## src/rtl/cpu_pkg.sv

```systemverilog
// Shared definitions for the simple 16-bit processor.
// Holds the opcode encodings, the instruction field bit positions and the
// state encoding of the instruction fetch/decode FSM.
package cpu_pkg;

    // Opcode encodings, instruction bits [15:12]
    localparam logic [3:0] OP_MOVR = 4'h2;  // MOV Rd,Rs
    localparam logic [3:0] OP_MOVI = 4'h3;  // MOV Rd,#imm
    localparam logic [3:0] OP_ADD  = 4'h4;
    localparam logic [3:0] OP_SUB  = 4'h5;
    localparam logic [3:0] OP_JZ   = 4'h6;
    localparam logic [3:0] OP_RL   = 4'h7;
    localparam logic [3:0] OP_ST   = 4'h8;
    localparam logic [3:0] OP_HALT = 4'hF;

    // Instruction field bit positions
    localparam int OP_MSB  = 15;
    localparam int OP_LSB  = 12;
    localparam int RD_MSB  = 11;
    localparam int RD_LSB  = 8;
    localparam int RS_MSB  = 7;
    localparam int RS_LSB  = 4;
    localparam int IMM_MSB = 7;
    localparam int IMM_LSB = 0;

    // Fetch/decode FSM states
    typedef enum logic [2:0] {
        ST_IDLE   = 3'd0,
        ST_FETCH  = 3'd1,
        ST_LATCH  = 3'd2,
        ST_ISSUE  = 3'd3,
        ST_BRANCH = 3'd4,
        ST_HALT   = 3'd5
    } fetch_state_t;

endpackage

```

## src/rtl/ir_decode.sv

```systemverilog
// Combinational instruction splitter.
// Ports:
//   ir        in   M  instruction word
//   op        out  4  opcode, ir[15:12]
//   rd        out  4  destination/test register, ir[11:8]
//   rs        out  4  source register, ir[7:4]
//   imm       out  8  immediate / jump target / address, ir[7:0]
//   is_legal  out  1  opcode is one of the defined instructions
//   is_jz     out  1  opcode is JZ
//   is_halt   out  1  opcode is HALT
module ir_decode
    import cpu_pkg::*;
#(
    parameter int M = 16
) (
    input  logic [M-1:0] ir,
    output logic [3:0]   op,
    output logic [3:0]   rd,
    output logic [3:0]   rs,
    output logic [7:0]   imm,
    output logic         is_legal,
    output logic         is_jz,
    output logic         is_halt
);

    assign op  = ir[OP_MSB:OP_LSB];
    assign rd  = ir[RD_MSB:RD_LSB];
    assign rs  = ir[RS_MSB:RS_LSB];
    assign imm = ir[IMM_MSB:IMM_LSB];

    // Opcode classification
    always_comb begin
        is_legal = 1'b0;
        is_jz    = 1'b0;
        is_halt  = 1'b0;
        case (ir[OP_MSB:OP_LSB])
            OP_MOVR, OP_MOVI, OP_ADD, OP_SUB, OP_RL, OP_ST: begin
                is_legal = 1'b1;
            end
            OP_JZ: begin
                is_legal = 1'b1;
                is_jz    = 1'b1;
            end
            OP_HALT: begin
                is_legal = 1'b1;
                is_halt  = 1'b1;
            end
            default: begin
                is_legal = 1'b0;
            end
        endcase
    end

endmodule

```

## src/rtl/instr_fetch.sv

```systemverilog
// Instruction fetch/decode unit.
// Reads the program ROM, holds the PC, decodes each word and hands it to the
// execute stage over a valid/ready handshake. JZ waits in BRANCH for the
// branch outcome from execute; HALT or an illegal opcode parks the unit in
// HALT until the next start pulse.
// Ports:
//   clk, rst            clock, asynchronous active-high reset
//   start               begin execution at address 0 (from IDLE or HALT)
//   rom_rd, rom_addr    ROM read strobe and address (only in FETCH)
//   rom_data            ROM word, valid the cycle after rom_rd
//   dec_valid/ready     decoded instruction handshake
//   dec_op/rd/rs/imm    instruction fields, dec_pc its fetch address
//   br_valid, br_taken  JZ outcome reported by execute in BRANCH
//   halted, illegal     stopped; illegal is sticky until start
// All outputs are registers loaded from the next-state values, so they
// change on the same edge as the FSM state they describe.
module instr_fetch
    import cpu_pkg::*;
#(
    parameter int N = 8,
    parameter int M = 16
) (
    input  logic         clk,
    input  logic         rst,
    input  logic         start,
    output logic         rom_rd,
    output logic [N-1:0] rom_addr,
    input  logic [M-1:0] rom_data,
    output logic         dec_valid,
    input  logic         dec_ready,
    output logic [3:0]   dec_op,
    output logic [3:0]   dec_rd,
    output logic [3:0]   dec_rs,
    output logic [7:0]   dec_imm,
    output logic [N-1:0] dec_pc,
    input  logic         br_valid,
    input  logic         br_taken,
    output logic         halted,
    output logic         illegal
);

    localparam logic [N-1:0] PC_ONE = {{(N-1){1'b0}}, 1'b1};

    fetch_state_t state_r, state_nxt_s;
    logic [N-1:0] pc_r, pc_nxt_s;
    logic [M-1:0] ir_r, ir_nxt_s;
    logic [N-1:0] ir_pc_r, ir_pc_nxt_s;
    logic         illegal_r, illegal_nxt_s;

    logic [M-1:0] dec_in_s;
    logic [3:0]   op_s, rd_s, rs_s;
    logic [7:0]   imm_s;
    logic         is_legal_s, is_jz_s, is_halt_s;

    logic         rom_rd_r;
    logic [N-1:0] rom_addr_r;
    logic         dec_valid_r;
    logic [3:0]   dec_op_r, dec_rd_r, dec_rs_r;
    logic [7:0]   dec_imm_r;
    logic [N-1:0] dec_pc_r;
    logic         halted_r;

    // In LATCH the decoder looks at the incoming ROM word (it is the next ir
    // and must be classified before it is stored); otherwise at the held ir.
    assign dec_in_s = (state_r == ST_LATCH) ? rom_data : ir_r;

    ir_decode #(.M(M)) u_dec (
        .ir       (dec_in_s),
        .op       (op_s),
        .rd       (rd_s),
        .rs       (rs_s),
        .imm      (imm_s),
        .is_legal (is_legal_s),
        .is_jz    (is_jz_s),
        .is_halt  (is_halt_s)
    );

    // Next-state, PC, IR and sticky illegal flag
    always_comb begin
        state_nxt_s   = state_r;
        pc_nxt_s      = pc_r;
        ir_nxt_s      = ir_r;
        ir_pc_nxt_s   = ir_pc_r;
        illegal_nxt_s = illegal_r;
        case (state_r)
            ST_IDLE: begin
                if (start) begin
                    state_nxt_s = ST_FETCH;
                    pc_nxt_s    = {N{1'b0}};
                end else begin
                    state_nxt_s = ST_IDLE;
                end
            end
            ST_FETCH: begin
                state_nxt_s = ST_LATCH;
            end
            ST_LATCH: begin
                ir_nxt_s    = rom_data;
                ir_pc_nxt_s = pc_r;
                pc_nxt_s    = pc_r + PC_ONE;
                if (is_halt_s) begin
                    state_nxt_s = ST_HALT;
                end else if (!is_legal_s) begin
                    state_nxt_s   = ST_HALT;
                    illegal_nxt_s = 1'b1;
                end else begin
                    state_nxt_s = ST_ISSUE;
                end
            end
            ST_ISSUE: begin
                if (dec_ready) begin
                    if (is_jz_s) begin
                        state_nxt_s = ST_BRANCH;
                    end else begin
                        state_nxt_s = ST_FETCH;
                    end
                end else begin
                    state_nxt_s = ST_ISSUE;
                end
            end
            ST_BRANCH: begin
                if (br_valid) begin
                    state_nxt_s = ST_FETCH;
                    if (br_taken) begin
                        pc_nxt_s = N'(imm_s);
                    end else begin
                        pc_nxt_s = pc_r;
                    end
                end else begin
                    state_nxt_s = ST_BRANCH;
                end
            end
            ST_HALT: begin
                if (start) begin
                    state_nxt_s   = ST_FETCH;
                    pc_nxt_s      = {N{1'b0}};
                    illegal_nxt_s = 1'b0;
                end else begin
                    state_nxt_s = ST_HALT;
                end
            end
            default: begin
                state_nxt_s = ST_IDLE;
            end
        endcase
    end

    // FSM state and datapath registers
    always_ff @(posedge clk or posedge rst) begin
        if (rst) begin
            state_r   <= ST_IDLE;
            pc_r      <= {N{1'b0}};
            ir_r      <= {M{1'b0}};
            ir_pc_r   <= {N{1'b0}};
            illegal_r <= 1'b0;
        end else begin
            state_r   <= state_nxt_s;
            pc_r      <= pc_nxt_s;
            ir_r      <= ir_nxt_s;
            ir_pc_r   <= ir_pc_nxt_s;
            illegal_r <= illegal_nxt_s;
        end
    end

    // Output registers; everything is zero outside the state that owns it
    always_ff @(posedge clk or posedge rst) begin
        if (rst) begin
            rom_rd_r    <= 1'b0;
            rom_addr_r  <= {N{1'b0}};
            dec_valid_r <= 1'b0;
            dec_op_r    <= 4'h0;
            dec_rd_r    <= 4'h0;
            dec_rs_r    <= 4'h0;
            dec_imm_r   <= 8'h00;
            dec_pc_r    <= {N{1'b0}};
            halted_r    <= 1'b0;
        end else begin
            rom_rd_r    <= (state_nxt_s == ST_FETCH);
            rom_addr_r  <= (state_nxt_s == ST_FETCH) ? pc_nxt_s : {N{1'b0}};
            dec_valid_r <= (state_nxt_s == ST_ISSUE);
            dec_op_r    <= (state_nxt_s == ST_ISSUE) ? op_s  : 4'h0;
            dec_rd_r    <= (state_nxt_s == ST_ISSUE) ? rd_s  : 4'h0;
            dec_rs_r    <= (state_nxt_s == ST_ISSUE) ? rs_s  : 4'h0;
            dec_imm_r   <= (state_nxt_s == ST_ISSUE) ? imm_s : 8'h00;
            dec_pc_r    <= (state_nxt_s == ST_ISSUE) ? ir_pc_nxt_s : {N{1'b0}};
            halted_r    <= (state_nxt_s == ST_HALT);
        end
    end

    assign rom_rd    = rom_rd_r;
    assign rom_addr  = rom_addr_r;
    assign dec_valid = dec_valid_r;
    assign dec_op    = dec_op_r;
    assign dec_rd    = dec_rd_r;
    assign dec_rs    = dec_rs_r;
    assign dec_imm   = dec_imm_r;
    assign dec_pc    = dec_pc_r;
    assign halted    = halted_r;
    assign illegal   = illegal_r;

endmodule

```

## config.mk

```make
export PLATFORM = sky130hd
export DESIGN_NAME = instr_fetch
export DESIGN_NICKNAME = d
export VERILOG_FILES = /design/src/rtl/cpu_pkg.sv /design/src/rtl/ir_decode.sv /design/src/rtl/instr_fetch.sv
export SDC_FILE = /design/constraint.sdc
export NUM_CORES = 1
export LEC_CHECK = 0
export ABC_AREA = 1
export CAP_MARGIN = 0
export CORE_MARGIN = 10
export CORE_UTILIZATION = 30
export DETAILED_ROUTE_END_ITERATION = 12
export PLACE_DENSITY_LB_ADDON = 0.3
export SKIP_CTS_REPAIR_TIMING = 1
export SLEW_MARGIN = 15
export SYNTH_ARGS = -nofsm -noshare
export SYNTH_HDL_FRONTEND = slang
export SYNTH_HIERARCHICAL = 1
export SYNTH_SLANG_ARGS = --single-unit
export TNS_END_PERCENT = 5
```

## constraint.sdc

```tcl
create_clock -name clk -period 3 [get_ports clk]
set_input_delay 0.9 -clock clk [delete_from_list [all_inputs] [get_ports clk]]
set_output_delay 0.9 -clock clk [all_outputs]
set_load 0.03 [all_outputs]
```

Word-level counts from Yosys, hierarchy flattened
Cells that the tools add are included.

word-level totals
  register bits after elaboration = 75
  input port bits = 22
  output and inout bits = 40
  word-level logic and storage cells = 66

operators by class
  add/subtract/negate cells = 1
  eq/ne operators = 19
  multiplexer cells = 27
  reduce and logical (&&, ||, !) cells = 5

operator list
  cell                                                  number
  two-way mux 8 bit                                     7
  case mux 8 bit (3 select lines)                       1
  two-way mux 3 bit                                     6
  case mux 3 bit (6 select lines)                       1
  equality test 4 x 3 -> 1 bit (second input constant)  4
  two-way mux 16 bit                                    1
  two-way mux 4 bit                                     3
  equality test 3 x 2 -> 1 bit (second input constant)  3
  equality test 3 bit (second input constant)           3
  adder 8 x 1 -> 8 bit (second input constant)          1
  equality test 4 x 2 -> 1 bit (second input constant)  2
  equality test 4 bit (second input constant)           2
  OR reduction 8 bit                                    1
  two-way mux 1 bit                                     7
  equality test 3 x 1 -> 1 bit (second input constant)  2
  inequality test 2 bit (second input constant)         3
  AND reduction 4 bit                                   1
  logical NOT 3 bit                                     1
  case mux 1 bit (2 select lines)                       1
  nonzero test 2 bit                                    1
  OR reduction 2 bit                                    1

Logic depth before layout (Yosys ltp)
Gate-level depths: netlist (run 1).

  depth in word-level cells = 10
  gate-level depth with buffers = 24

Modules after synthesis
The synthesis (run 1) kept the hierarchy.

modules (own cells, without submodules)
  module       times used  cells each  area each (µm²)  seq. area each (µm²)
  instr_fetch  1           376         3200.6           1876.8
  ir_decode    1           33          211.5            0.0

Least setup slack after synthesis (run 1)
No wires, ideal clock.

  kind = register to register
  start point = register state_r[2]
  end point = register rom_addr_r[0] (netlist: rom_addr[0])
  arrival time = 2194 ps
  path slack = 732 ps
  cell stages (with the launch flop) = 21
  path buffers = 3
  cells stage by stage = dfrtp_1 -> buf_4 -> inv_2 -> nand2_4 -> nor2_4 -> buf_4 -> buf_4 -> nand2_1 -> nand2_1 -> nand2_2 -> o21ai_1 -> nand2_1 -> nand2_1 -> inv_1 -> nor2_1 -> inv_1 -> nand2_1 -> o21ai_0 -> nor2_1 -> nand3_1 -> nor2_1

between the ends
  cells in the longest elaborated chain, start to end = 10
  elaborated cells between the ends (all ways) = 30

ends and longest elaborated chain
  item                                                  line                source
  start, declared                                       instr_fetch.sv:44   fetch_state_t state_r, state_nxt_s;
  start signal, assigned                                instr_fetch.sv:157  state_r <= state_nxt_s;
  equality test 3 x 2 -> 1 bit *                        instr_fetch.sv:65   assign dec_in_s = (state_r == ST_LATCH) ? rom_data : ir_r;
  two-way mux 16 bit *                                  --
  net dec_in_s[13]                                      instr_fetch.sv:50   logic [M-1:0] dec_in_s;
  equality test 4 x 2 -> 1 bit (tied with other cells)  ir_decode.sv:36     case (ir[OP_MSB:OP_LSB])
  OR reduction 8 bit (no source line) *                 --
  two-way mux 1 bit *                                   ir_decode.sv:36
  net is_legal_s                                        instr_fetch.sv:53   logic is_legal_s, is_jz_s, is_halt_s;
  two-way mux 3 bit *                                   instr_fetch.sv:103  end else if (!is_legal_s) begin
  two-way mux 3 bit *                                   instr_fetch.sv:101  if (is_halt_s) begin
  case mux 3 bit (6 select lines) *                     instr_fetch.sv:85   case (state_r)
  equality test 3 x 1 -> 1 bit *                        instr_fetch.sv:179  rom_addr_r <= (state_nxt_s == ST_FETCH) ? pc_nxt_s : {N{1'b0}};
  two-way mux 8 bit *                                   instr_fetch.sv:179
  end signal, assigned                                  instr_fetch.sv:169  rom_addr_r <= {N{1'b0}};
  end signal, assigned                                  instr_fetch.sv:179
  end, declared                                         instr_fetch.sv:56   logic [N-1:0] rom_addr_r;

The timed path passes the listed nets; every way through them passes the cells marked *.
A chain may end at the register's enable or synchronous reset.

Final worst setup path (run 1)
  start point = register state_r[2]
  end point = register rom_addr_r[4] (netlist: rom_addr[4])

Same word-level chain as after synthesis.

==> results of run 1 <==
worst max path at each step:
stage | startpoint | slack (ns) | endpoint | cells past startpoint
after floorplan | rst | 0.19 | dec_imm[0]$_DFF_PP0_ | 1
after detailed placement | rom_data[13] | 0.08 | rom_addr[4]$_DFF_PP0_ | 15
after global placement | rom_data[13] | 0.18 | rom_addr[2]$_DFF_PP0_ | 15
after global routing | state_r[2]$_DFF_PP0_ | 0.04 | rom_addr[0]$_DFF_PP0_ | 17
final | state_r[2]$_DFF_PP0_ | 0.38 | rom_addr[4]$_DFF_PP0_ | 17
after CTS | state_r[2]$_DFF_PP0_ | 0.37 | rom_addr[4]$_DFF_PP0_ | 17
layout make-up:
| cell class | count | area (µm²) | area share [%] |
|---|---|---|---|
| sequential | 75 | 1877 | 43.30 |
| multi-input combinational | 239 | 1072 | 24.74 |
| timing repair buffer | 66 | 648.1 | 14.95 |
| inverter | 64 | 242.7 | 5.600 |
| clock buffer | 10 | 229.0 | 5.283 |
| tap | 140 | 175.2 | 4.042 |
| clock inverter | 6 | 90.09 | 2.079 |
power by group:
group / switching, mW / total [mW] / internal (mW)
registers: 0.179 / 1.53 / 1.35
clock network: 0.408 / 1.14 / 0.729
logic: 1.32 / 1.95 / 0.638
total: 1.90 / 4.62 / 2.72
placed cells by master, fill, tap and decap left out, drive strengths merged:
cell type	count
o211ai	3
nand4	3
ha	1
buf	5
a21oi	2
bufinv	2
nor2	53
clkinv	3
inv	64
nand2	120
clkdlybuf4s50	61
o21ai	17
nand3	27
o22ai	2
nor3	3
and2	8
clkinvlp	1
clkbuf	10
dfrtp	75
logic make-up (layout without fill, tap and decap cells):
kind of cell / after synthesis / after routing / synth area share [%]
and+or+nand+nor: 214 / 214 / 27.03
buffers and inverters: 95 / 146 / 13.57
DFF: 75 / 75 / 55.01
AOI/OAI and AO/OA: 24 / 24 / 4.033
adders and majority gates: 1 / 1 / 0.3666
stage by stage:
step / hold WS (ns) / cells / cell area [µm²]
after floorplan: 0.4390 / 409 / 3412
after global placement: 0.4521 / 584 / 4015
after detailed placement: 0.4553 / 584 / 4015
after CTS: 0.4704 / 600 / 4334
after global routing: 0.4947 / 600 / 4334
final: 0.4685 / 600 / 4334
worst max-delay path, stage by stage, from the launching register on:
cell     delay [ns]
dfrtp_1        0.47
inv_2          0.15
nand2_4        0.08
nor2_4         0.30
nand2_1        0.09
nand2_1        0.19
nand2_2        0.08
o21ai_1        0.08
nand2_1        0.07
nand2_1        0.08
inv_1          0.04
nor2_1         0.07
inv_1          0.06
nand2_1        0.08
o21ai_0        0.08
nor2_1         0.13
nand3_1        0.29
nor2_1         0.18
layer usage:
layer / GRT usage [%] / part of all wire [%] / vias up
li1: - / - / 1311
met1: 12.20 / 44 / 1204
met2: 17.35 / 48 / 48
met3: 3.540 / 5.4 / 13
met4: 4.488 / 2.1 / 0
met5: 0 / 0 / -
state kept, by name (all words and copies together) (netlist names):
signal and count:
ir_pc_r 8, rom_addr 8, ir_r 16, dec_valid 1, dec_rs 4, halted 1
illegal 1, dec_imm 8, pc_r 8, dec_pc 8, state_r 3, rom_rd 1
dec_rd 4, dec_op 4
==> flow_summary.toml, run 1 <==
[sta]
grt_setup_unrepaired = "false"
setup_slack_ns = 0.3800
report.final.setup_viol = 0
min_period_over_period_pct = 87.33
drv_slew = 0
tns_ns = 0
hold_viol_final = 0
worst_slew_pin_slew_ns = 0.4988
max_freq_ghz = 0.3817
skew_ns = 0.01015
period_needed_ns = 2.620
slew_headroom_pct = 66.74

[clocking]
cts_sinks = 75
cts_buffers = 9
cts_tree = "built"
root_buffer = "clkbuf_16"
clk_latency_ns = 0.33
htree_levels = 3
clk_pin_slew_worst_paths_ns = 0.05
cts_buffer_depth = 2

[setup_path]
endpoint_kind = "register"
r2r_cells = 17
startpoint_type = "register"
r2r_start = "state_r[2]$_DFF_PP0_"
worst-r2r-setup-slack_ns = 0.38
cp.arrival_ns = 2.87
cp_data_required_time_ns = 3.25
path_class = "register to register"
worstReg2RegEnd = "rom_addr[4]$_DFF_PP0_"
timing.critical_path.fanout_max = 14

[grt]
overflow = 0
grtUsageTotal_pct = 10.52
grt_pass1_wl_mm = 13.61
grt_pass1_vias = 2727
grt_max_degree = 41
antenna_found_initial = 0

[synth]
ys_types = 29
synth_edf_count = 0
synth.top_cell.area_share_pct = 55.01
synth.most_common_cell = "nand2_1"
syn_inst = 409
synth_area_leaders = "dfrtp_1 (55%), nand2_1 (13%), inv_1 (6.1%), buf_4 (5.3%), nor2_1 (5.3%)"
async_flop_share_pct = 100.0
yosys-top-cells-count = "nand2_1 (117), dfrtp_1 (75), inv_1 (55), nor2_1 (48), nand3_1 (27)"
synthesis.area_um2 = 3412
ys_warn_count = 6
ys_ff_latch = 75
synth_nets = 432
yosysSeqAreaShare_pct = 55.01
avgSynthCellArea_um2 = 8.342
synthFlopType = "dfrtp_1"
yosysTopAreaCell = "dfrtp_1"

[placement]
dp_slack_ns = 0.07800
gp_congestion = 0.8587
post-dp-hpwl_mm = 5.877
io_buffers = 61

[power]
p_leak_nw = 2.222
peakVddDrop_mv = 0.4214
power.total_mw = 4.624
powerDensity_nw_per_um2 = 1067

[worst_hold_path]
hold_path_end = "ir_r[0]$_DFF_PP0_"
hp-class = "register to register"
holdPathStages = 2
hp-start = "ir_r[0]$_DFF_PP0_"

[route]
viasPerCell = 4.293
dr.pass1.iters = 4
drt.antenna.violating_nets = 0
drt_iter0_markers = 171
via_count = 2576
wl_mm = 7.936
drc_errors = 0
post_drt_wl_per_cell_um = 13.23

[die]
pin_count = 62
rows = 38
core-area_um2 = 10980
dieArea_um2 = 16040
start_util_pct = 31.07
die_w_um = 126.6
die_h_um = 126.6

[finish]
final_core_util_pct = 39.46
final.fill_count = 1127
nets = 478
layout-drive-gt1-share_pct = 8.913
diodes = 0
syn_to_final_growth_pct = 27.03

[job]
cap_violations = 0

[outcome]
outcome = "complete, no violations"
Power figures use the tool's default switching activity.
==> run 2, diff against run 1 <==
--- a/config.mk
+++ b/config.mk
@@ -12,6 +12,7 @@
 export DETAILED_ROUTE_END_ITERATION = 12
 export PLACE_DENSITY_LB_ADDON = 0.3
 export SKIP_CTS_REPAIR_TIMING = 1
+export SKIP_LAST_GASP = 1
 export SLEW_MARGIN = 15
 export SYNTH_ARGS = -nofsm -noshare
 export SYNTH_HDL_FRONTEND = slang
==> constraint.sdc (replaced) <==
create_clock -name clk -period 2.5 [get_ports clk]
set_input_delay 0.75 -clock clk [delete_from_list [all_inputs] [get_ports clk]]
set_output_delay 0.75 -clock clk [all_outputs]
set_load 0.03 [all_outputs]
==> run 2 against run 1 <==
Clock-buffer cell count stayed put; setup slack got worse by 0.22 ns; largest cell class unchanged; final cell count grew 1.8%; clock power is 14% higher; critical path depth is 3 lower; combinational power grew 33%; wire length rose by 1.9%; highest routed layer unchanged; critical path type is now input pin to register; clock skew shrank 0.0050 ns.
==> flow_summary.toml, run 2 (synthesis gave the netlist of run 1 again) <==
[die]
start_util_pct = 31.07
pin_count = 62
core-area_um2 = 10980
dieArea_um2 = 16040
rows = 38
die_w_um = 126.6
die_h_um = 126.6

[clocking]
cts_buffers = 9
cts_sinks = 75
cts_tree = "built"
htree_levels = 3
root_buffer = "clkbuf_16"
clk_pin_slew_worst_paths_ns = 0.06
clk_latency_ns = 0.33
cts_buffer_depth = 2

[finish]
largest_reg_flops = 16
final_cell_mix = "nand2_1 (114), dfrtp_1 (74), clkdlybuf4s50_1 (61), inv_1 (54), nor2_1 (42)"
layoutNonFillerInstCount = 611
nets = 489
regMostFlops = "ir_r"
mostFrequentLayoutCell = "nand2_1"
syn_to_final_growth_pct = 30.95
final.fill_count = 1117
layout-drive-gt1-share_pct = 13.80
diodes = 0
final_core_util_pct = 40.68

[sta]
min_period_over_period_pct = 93.49
skew_ns = 0.005179
period_needed_ns = 2.337
hold_viol_final = 0
setup_slack_ns = 0.1628
worst_slew_pin_slew_ns = 0.3990
max_freq_ghz = 0.4279
slew_headroom_pct = 73.40
report.final.setup_viol = 0
drv_slew = 0

[power]
peakVddDrop_mv = 0.5248
powerDensity_nw_per_um2 = 1283
power.total_mw = 5.731
p_leak_nw = 2.274

[route]
viasPerCell = 4.309
drt_iter0_markers = 158
via_count = 2633
drt.antenna.violating_nets = 0
wl_mm = 8.090
drc_errors = 0
post_drt_wl_per_cell_um = 13.24
dr.pass1.iters = 4

[grt]
overflow = 0
antenna_found_initial = 0
grt_pass1_wl_mm = 13.68
grtUsageTotal_pct = 10.53
grt_max_degree = 76
grt_pass1_vias = 2696

[placement]
post-place-cells = 594
post-dp-hpwl_mm = 5.914
io_buffers = 61
dp_slack_ns = -0.1958
gp_congestion = 0.8539

[setup_path]
timing.critical_path.fanout_max = 6
endpoint_kind = "register"
worst-r2r-setup-slack_ns = 0.23
startpoint_type = "input pin"
path_class = "input pin to register"
cp.arrival_ns = 2.61
cp_data_required_time_ns = 2.77

[outcome]
outcome = "complete, no violations"

[job]
cap_violations = 0

[worst_hold_path]
hp-class = "register to register"
==> run 2: critical path: stages <==
cell,delay [ns]
clkdlybuf4s50_1,0.45
nand2_1,0.05
nand2_1,0.19
nand2_2,0.10
buf_4,0.14
nor3_2,0.13
nor2_1,0.07
inv_1,0.09
nor2_2,0.06
nor2_2,0.20
nand2_1,0.12
nor2_2,0.14
nand2_1,0.08
inv_2,0.05
==> run 2: layout make-up <==
cell class / count / area (µm²) / area share, %
flip-flops and latches: 75 / 1878 / 42.03
multi-input cells: 239 / 1121 / 25.09
repair buffers: 77 / 743.2 / 16.63
inverters: 64 / 246.5 / 5.517
clock buffers: 10 / 239.0 / 5.349
well taps: 140 / 175.2 / 3.920
clock inverters: 6 / 65.06 / 1.456
==> run 2: per-stage QoR <==
| step | hold slack [ns] | setup TNS, ns | instance area, µm² |
|---|---|---|---|
| floorplan | 0.4390 | 0 | 3416 |
| detailed placement | 0.4557 | -3.240 | 4106 |
| finish | 0.4656 | 0 | 4468 |
| CTS | 0.4700 | 0 | 4410 |
| global route | 0.5011 | -0.05244 | 4468 |
| global placement | 0.4527 | -2.055 | 4106 |
==> run 2: power by group <==
group,switching (mW),total [mW],leakage (nW),internal (mW)
sequential,0.199,1.82,1.00,1.63
clock,0.503,1.30,0.148,0.799
combinational,1.69,2.60,1.12,0.915
==> run 2: metal layers <==
metal	vias to the layer above	global-route usage [%]	wire [µm]
met2	48	17.19	3918
met1	1246	12.57	3616
met4	0	3.617	144
li1	1329	-	-
met3	10	3.707	410
met5	-	0	0
==> run 2: worst paths after layout <==
| path | start | endpoint | cells after the start |
|---|---|---|---|
| setup / recovery | rom_data[13] | rom_addr[7]$_DFF_PP0_ | 14 |
| hold / removal | ir_r[11]$_DFF_PP0_ | ir_r[11]$_DFF_PP0_ | 2 |
| setup reg to reg | state_r[0]$_DFF_PP0_ | rom_addr[7]$_DFF_PP0_ | 15 |
| hold reg to reg | ir_r[11]$_DFF_PP0_ | ir_r[11]$_DFF_PP0_ | 2 |
| max in group asynchronous | rst | ir_pc_r[2]$_DFF_PP0_ | 3 |
| min in group asynchronous | rst | halted$_DFF_PP0_ | 3 |
==> run 3, diff against run 2 <==
--- a/config.mk
+++ b/config.mk
@@ -10,10 +10,12 @@
 export CORE_MARGIN = 10
 export CORE_UTILIZATION = 30
 export DETAILED_ROUTE_END_ITERATION = 12
+export GPL_TIMING_DRIVEN = 0
+export MAX_ROUTING_LAYER = met4
 export PLACE_DENSITY_LB_ADDON = 0.3
 export SKIP_CTS_REPAIR_TIMING = 1
 export SKIP_LAST_GASP = 1
-export SLEW_MARGIN = 15
+export SLEW_MARGIN = 20
 export SYNTH_ARGS = -nofsm -noshare
 export SYNTH_HDL_FRONTEND = slang
 export SYNTH_HIERARCHICAL = 1
==> run 3 against run 2 <==
Worst hold slack better by 0.0050 ns; combinational power up 25%; wire length up 6.3%; sequential share of layout area down 2.6 points; register-to-register slack worse by 0.09 ns; sequential power about the same; global-route usage up 0.73 points; critical path depth up 8; clock-buffer cell count up 1; setup slack worse by 0.022 ns; final cell count up 5.2%; critical path type is now register to register; critical endpoint is now rom_addr[2]$_DFF_PP0_; largest cell class unchanged.
==> flow_summary.toml, run 3 (synthesis gave the netlist of run 1 again) <==
[sta]
drv_slew = 0
hold_viol_final = 0
skew_ns = 0.008908
period_needed_ns = 2.360
max_freq_ghz = 0.4238
fin_hold_ws_ns = 0.4706
report.final.setup_viol = 0
min_period_over_period_pct = 94.38
slew_headroom_pct = 66.73
worst_slew_pin_slew_ns = 0.4981

[setup_path]
cp_data_required_time_ns = 2.76
critPathBufInv = 8
critPathTopFamily = "simple AND/OR/NAND/NOR gates"
timing.critical_path.fanout_max = 10
max_stage_delay_ns = 0.37
r2r_cells = 22
worstReg2RegEnd = "rom_addr[2]$_DFF_PP0_"
r2r_start = "state_r[2]$_DFF_PP0_"
worst-r2r-setup-slack_ns = 0.14
endpoint_kind = "register"
cpMostUsedCell = "nand2_1"
cpMaxStageDelayCell = "dfrtp_1"
worst-path-stages = 22
cp.arrival_ns = 2.62
critPathLaunch = "state_r[2]$_DFF_PP0_"
startpoint_type = "register"
path_class = "register to register"
crit_end = "rom_addr[2]$_DFF_PP0_"
cp_cell_sequence = "buf_6, inv_8, nand2_8, inv_6, nand2_8, buf_8, buf_8, nand2_1, nand2_2, inv_1, nand2_1, nand2_1, nand2_1, nand2_2, inv_1, nor2_2, inv_2, nand2_2, o21ai_2, nor2_2, nand3_4, nor2_1"

[finish]
diodes = 0
regMostFlops = "ir_r"
regArea_um2 = 1878
final_cell_area_um2 = 4762
layoutNonFillerInstCount = 643
nets = 521
largest_reg_flops = 16
mostFrequentLayoutCell = "nand2_1"
final.fill_count = 1093
final_core_util_pct = 43.36
multi_input_area_um2 = 1160
layout-drive-gt1-share_pct = 20.08
syn_to_final_growth_pct = 39.57
final_cell_mix = "nand2_1 (109), dfrtp_1 (74), clkdlybuf4s50_1 (60), inv_1 (52), nor2_1 (44)"

[route]
wl_mm = 8.600
post_drt_wl_per_cell_um = 13.37
via_count = 2726
drt.antenna.violating_nets = 0
drt_iter0_markers = 154
drc_errors = 0
dr.pass1.iters = 4
viasPerCell = 4.240

[die]
dieArea_um2 = 16040
die_h_um = 126.6
rows = 38
core-area_um2 = 10980
die_w_um = 126.6
start_util_pct = 31.07
pin_count = 62

[placement]
post-dp-hpwl_mm = 6.296
io_buffers = 60
placement.cell_area_um2 = 4232
gp_congestion = 0.8498
post-place-cells = 611

[clocking]
clk_latency_ns = 0.33
cts_sinks = 75
cts_tree = "built"
htree_levels = 3
cts_buffer_depth = 2
clk_pin_slew_worst_paths_ns = 0.06
root_buffer = "clkbuf_16"
cts_buffers = 9

[grt]
overflow = 0
grtUsageTotal_pct = 11.26
grt_max_degree = 32
grt_pass1_wl_mm = 14.40
grt_pass1_vias = 2840
antenna_found_initial = 0

[power]
power.total_mw = 6.233
p_int_mw = 3.665
p_sw_share_pct = 41.21
powerDensity_nw_per_um2 = 1309
p_leak_nw = 2.424
p_sw_mw = 2.568
p_comb_share_pct = 52.1
peakVddDrop_mv = 0.4582
pwr-share-seq_pct = 28.8
p_clk_share_pct = 19.1

[worst_hold_path]
hp-class = "register to register"

[outcome]
outcome = "complete, no violations"

[job]
cap_violations = 0
run 3: how the worst min path moves through the flow:
stage          depth (start not counted)                  from              endpoint
2_1_floorplan                          2  ir_pc_r[6]$_DFF_PP0_  ir_pc_r[6]$_DFF_PP0_
3_3_place_gp                           2     ir_r[1]$_DFF_PP0_     ir_r[1]$_DFF_PP0_
3_5_place_dp                           2     ir_r[2]$_DFF_PP0_     ir_r[2]$_DFF_PP0_
4_1_cts                                2     ir_r[2]$_DFF_PP0_     ir_r[2]$_DFF_PP0_
5_1_grt                                2     ir_r[8]$_DFF_PP0_     ir_r[8]$_DFF_PP0_
6_report                               2     ir_r[2]$_DFF_PP0_     ir_r[2]$_DFF_PP0_
run 3: per-stage QoR:
stage	setup TNS (ns)	setup slack [ns]
2_1_floorplan	0	0.2316
3_3_place_gp	-10.60	-0.4172
3_5_place_dp	-10.67	-0.4630
4_1_cts	-12.12	-0.4917
5_1_grt	-0.3771	-0.05439
6_report	0	0.1405
run 3: per-layer routing:
layer  wire (µm)  part of all wire, %  track usage, %
met3         317                  3.7           2.666
met5           0                    0               -
met2        4226                   49           17.83
met1        3944                   46           13.93
met4         112                  1.3           3.416
run 3: power by group through the flow:
stage               clock network [mW]  registers (mW)  logic (mW)
finish                            1.19            1.80        3.25
detailed placement                   0            1.81        2.82
CTS                               1.22            1.79        2.84
global route                      1.27            1.84        3.61
floorplan                            0            2.14        1.63
global placement                     0            1.80        2.79
run 3: cell type report:
class	count	area share, %
Buffer	31	5.465
Clock buffer	11	4.887
Clock inverter	5	0.8145
Inverter	64	5.386
Multi-Input combinational cell	239	24.36
Sequential cell	75	39.44
Tap cell	140	3.678
Timing Repair Buffer	78	15.97
run 3: worst reg2reg max path: cells and delay by family (launching register included):
kind	cells	cell delay, ns
buf+inv	8	0.70
flops	1	0.37
simple gates	13	1.18
compound gates	1	0.06
